**src/rtl/transmitter_controller.sv**
```systemverilog
// Transmitter control FSM: IDLE -> LOAD -> XMIT -> DONE, outputs decoded from registered state.
// Optional XMIT timeout abort is compiled in when TXC_TIMEOUT_EN is defined.
module transmitter_controller #(
    parameter int unsigned TIMEOUT_CYCLES = 255
) (
    input  logic clk,
    input  logic rst,
    input  logic en,
    input  logic serIn,
    input  logic Cout,
    output logic ld_counter,
    output logic dec_counter,
    output logic tri_en,
    output logic busy,
    output logic done,
    output logic err
);

    typedef enum logic [1:0] {
        IDLE = 2'b00,
        LOAD = 2'b01,
        XMIT = 2'b10,
        DONE = 2'b11
    } state_t;

    state_t state;
    state_t state_next;
    logic   timeout;

`ifdef TXC_TIMEOUT_EN
    logic [7:0] xmit_cnt;
    logic       err_q;

    // Counter holds zero outside XMIT, so it reads 0 in the first XMIT cycle.
    assign timeout = (state == XMIT) && (xmit_cnt == 8'(TIMEOUT_CYCLES - 1));

    always_ff @(posedge clk) begin
        if (rst) begin
            xmit_cnt <= '0;
            err_q    <= 1'b0;
        end else begin
            err_q <= timeout && !Cout;
            if (state == XMIT)
                xmit_cnt <= xmit_cnt + 8'd1;
            else
                xmit_cnt <= '0;
        end
    end

    assign err = err_q;
`else
    assign timeout = 1'b0;
    assign err     = 1'b0;
`endif

    always_ff @(posedge clk) begin
        if (rst)
            state <= IDLE;
        else
            state <= state_next;
    end

    always_comb begin
        state_next  = state;
        ld_counter  = 1'b0;
        dec_counter = 1'b0;
        tri_en      = 1'b0;
        busy        = 1'b0;
        done        = 1'b0;
        case (state)
            IDLE: begin
                if (en && !serIn)
                    state_next = LOAD;
            end
            LOAD: begin
                ld_counter = 1'b1;
                busy       = 1'b1;
                state_next = XMIT;
            end
            XMIT: begin
                dec_counter = 1'b1;
                tri_en      = 1'b1;
                busy        = 1'b1;
                // Cout completing the frame wins over a simultaneous timeout.
                if (Cout)
                    state_next = DONE;
                else if (timeout)
                    state_next = IDLE;
            end
            DONE: begin
                done       = 1'b1;
                busy       = 1'b1;
                state_next = IDLE;
            end
            default: state_next = IDLE;
        endcase
    end

endmodule

```
**config.mk**
```make
export PLATFORM = sky130hd
export DESIGN_NAME = transmitter_controller
export DESIGN_NICKNAME = d
export VERILOG_FILES = /design/src/rtl/transmitter_controller.sv
export SDC_FILE = /design/constraint.sdc
export NUM_CORES = 1
export LEC_CHECK = 0
export CAP_MARGIN = 20
export CORE_AREA = 2 2 39 41
export DETAILED_ROUTE_END_ITERATION = 12
export DIE_AREA = 0 0 41 43
export GPL_ROUTABILITY_DRIVEN = 0
export PLACE_DENSITY = 0.38
export REMOVE_ABC_BUFFERS = 1
export SYNTH_ARGS = -nofsm -noshare
export SYNTH_HDL_FRONTEND = slang
export SYNTH_SLANG_ARGS = --single-unit
```
**constraint.sdc**
```tcl
create_clock -name clk -period 3.4 [get_ports clk]
set_input_delay 1.02 -clock clk [delete_from_list [all_inputs] [get_ports clk]]
set_output_delay 1.02 -clock clk [all_outputs]
set_load 0.005 [all_outputs]
```
==> flow_summary_export.csv <==
group,metric,value,unit
cells_and_area,final.fill_count,157,
floorplan,die_w,41,um
cells_and_area,drive_gt1_share,12.90,%
placement,io_buffer_count,9,
yosys,synth_cells,21,
yosys,yosys-top-cells-area,"ha_1 32%, dfxtp_1 20%, a211oi_1 7.6%",
global_routing,grt_pass1_vias,178,
global_routing,gr-usage-all-layers,6.507,%
routing,via_per_inst,3.723,
floorplan,row_count,14,
yosys,synth_top_area_cell,"ha_1",
cells_and_area,layout_commonest_cell,"clkdlybuf4s50_1",
timing,final_hold_viol_count,0,
cells_and_area,largest_register,"state",
timing,finalMaxSlewViolations,0,
cts,cts.sinks,2,
critical_path,cp_num_buf_inv,3,
timing,finalCritPeriodShare,73.23,%
outcome,status,"finished, final reports clean",
critical_path,cpPeakStageDelay,0.49,ns
timing,skew,0.0006513,ns
critical_path,cp_slowest_cell,"clkdlybuf4s50_1",
routing,drt-initial-drc-count,2,
routing,dr_total_vias,175,
yosys,synth-seq-cells,2,
cts,cts_tree,"yes",
routing,routedWlPerCell,8.128,um
cells_and_area,n_antenna_cell,0,
global_routing,grt_overflow,0,
timing,tns,0,ns
cts,cts_buffers,3,
global_routing,grt_pass1_wl,696,um
cts,cts_max_level,1,
global_routing,grt_max_degree,5,
critical_path,crit_top_cell,"inv_1",
routing,dr.pass1.iters,4,
critical_path,path_max_fanout,4,
pwr,p_leak,0.1464,nW
global_routing,antenna_found_initial,0,
job,cap_violations,0,
timing,finalSetupViolCount,0,
timing,period_minus_slack,2.490,ns
floorplan,dieArea,1763,um2
floorplan,io_pins,11,
cts,hold_buffers,0,
floorplan,core,1384,um2
critical_path,crit_type,"reg -> out",
yosys,syn_area,196.4,um2
worst_hold_path,min_path_type,"reg -> reg",
cts,clockBufferDepth,2,
critical_path,crit_path_cell_trace,"inv_1 -> ha_1 -> inv_1 -> clkdlybuf4s50_1",
cells_and_area,ff_latch_area,40.04,um2
yosys,synth_cell_types,10,
critical_path,crit_family,"buffers and inverters",
critical_path,arrival,1.47,ns
cells_and_area,multi_input_area,126.4,um2
yosys,synth_warnings,0,
cts,cts_root_buf,"clkbuf_4",
cells_and_area,finalNetCount,43,
pwr,power_density,811.8,nW/um2
critical_path,start_kind,"flip-flop",
cells_and_area,area_delta_synth_final,59.87,%
yosys,ys_seq_area_share,20.38,%
floorplan,die_height,43,um
yosys,synth_top_area_share,31.85,%
critical_path,critPathCaptureType,"primary output",
cts,clock_latency,0.23,ns
cells_and_area,mostFrequentLayoutCells,"9 x clkdlybuf4s50_1, 5 x ha_1, 4 x inv_1, 3 x clkbuf_4",
floorplan,initial_core_util,14.20,%
cells_and_area,finish.utilization,22.69,%
routing,drc,0,
timing,rsz0062_at_grt,"false",
routing,final_antenna_net_count,0,
cells_and_area,largest_reg_flops,2,
cts,clkTransAtPathRegs,0.03,ns
timing,max_freq,401.6,MHz
cts,ctsResizeCount,0,
yosys,avgSynthCellArea,9.354,um2
cts,postCtsSetupRepairBufs,0,
routing,wirelength,382,um
critical_path,worstPathRequired,2.38,ns
cells_and_area,largestRegisters,"state x2",
pwr,peakVddDrop,0.3030,mV
metrics by stage:
step                      power, mW  setup slack [ns]  cell area [um2]  std cells  hold WS (ns)
after floorplan              0.1274             1.690            181.4         19        0.4840
after global placement       0.2051             1.133            291.5         44        0.5244
after detailed placement     0.2019             1.153            291.5         44        0.5194
after CTS                    0.2599            0.8981            314.1         47        0.5239
after global routing         0.2820            0.8037            314.1         47        0.5576
final                        0.2549            0.9102            314.1         47        0.5214
where the power goes:
| group | internal (mW) | switching, mW |
|---|---|---|
| combinational | 0.0903 | 0.0634 |
| clock | 0.0390 | 0.0145 |
| sequential | 0.0363 | 0.0115 |
| total | 0.166 | 0.0894 |
logic make-up (layout without fill, tap and decap cells):
group	count (synthesis)	count (layout)	synth area share, %
other cells	1	1	1.909
fa+ha+maj	5	5	31.85
flops	2	2	20.38
mux	1	1	5.096
compound gates	3	3	12.10
buf+inv	6	16	15.28
simple gates	3	3	13.37
cells in the mapped netlist:
library cell and number:
nand2b_4 1, buf_4 2, mux2i_1 1, dfxtp_1 2, ha_1 5, a211oi_1 2
a22o_1 1, inv_1 4, nand2b_1 2, conb_1 1
layer usage:
layer | track usage [%] | up-vias | share of wire [%]
met2 | 8.125 | 14 | 38
li1 | - | 84 | -
met4 | 10.00 | 0 | 7.1
met1 | 6.369 | 73 | 37
met5 | 0 | - | 0
met3 | 2.094 | 4 | 18
worst paths after layout:
kind / slack, ns / to / startpoint / cells after the start
hold reg to reg: 0.52 / state[1] / state[1] / 2
setup / recovery: 0.91 / busy / state[1] / 4
setup reg to reg: 2.14 / state[0] / state[0] / 4
hold / removal: 0.52 / state[1] / state[1] / 2
worst register-to-register path: stages (launching register included):
cell,delay [ns]
dfxtp_1,0.34
inv_1,0.10
ha_1,0.26
a22o_1,0.26
a211oi_1,0.22
area by class of cell:
type | instances | area share [%]
Clock buffer | 3 | 7.171
Sequential cell | 2 | 12.75
Multi-Input combinational cell | 13 | 40.24
Timing Repair Buffer | 9 | 28.69
Inverter | 4 | 4.781
Tap cell | 16 | 6.375
Note: power is estimated with default switching activity, not from simulation.
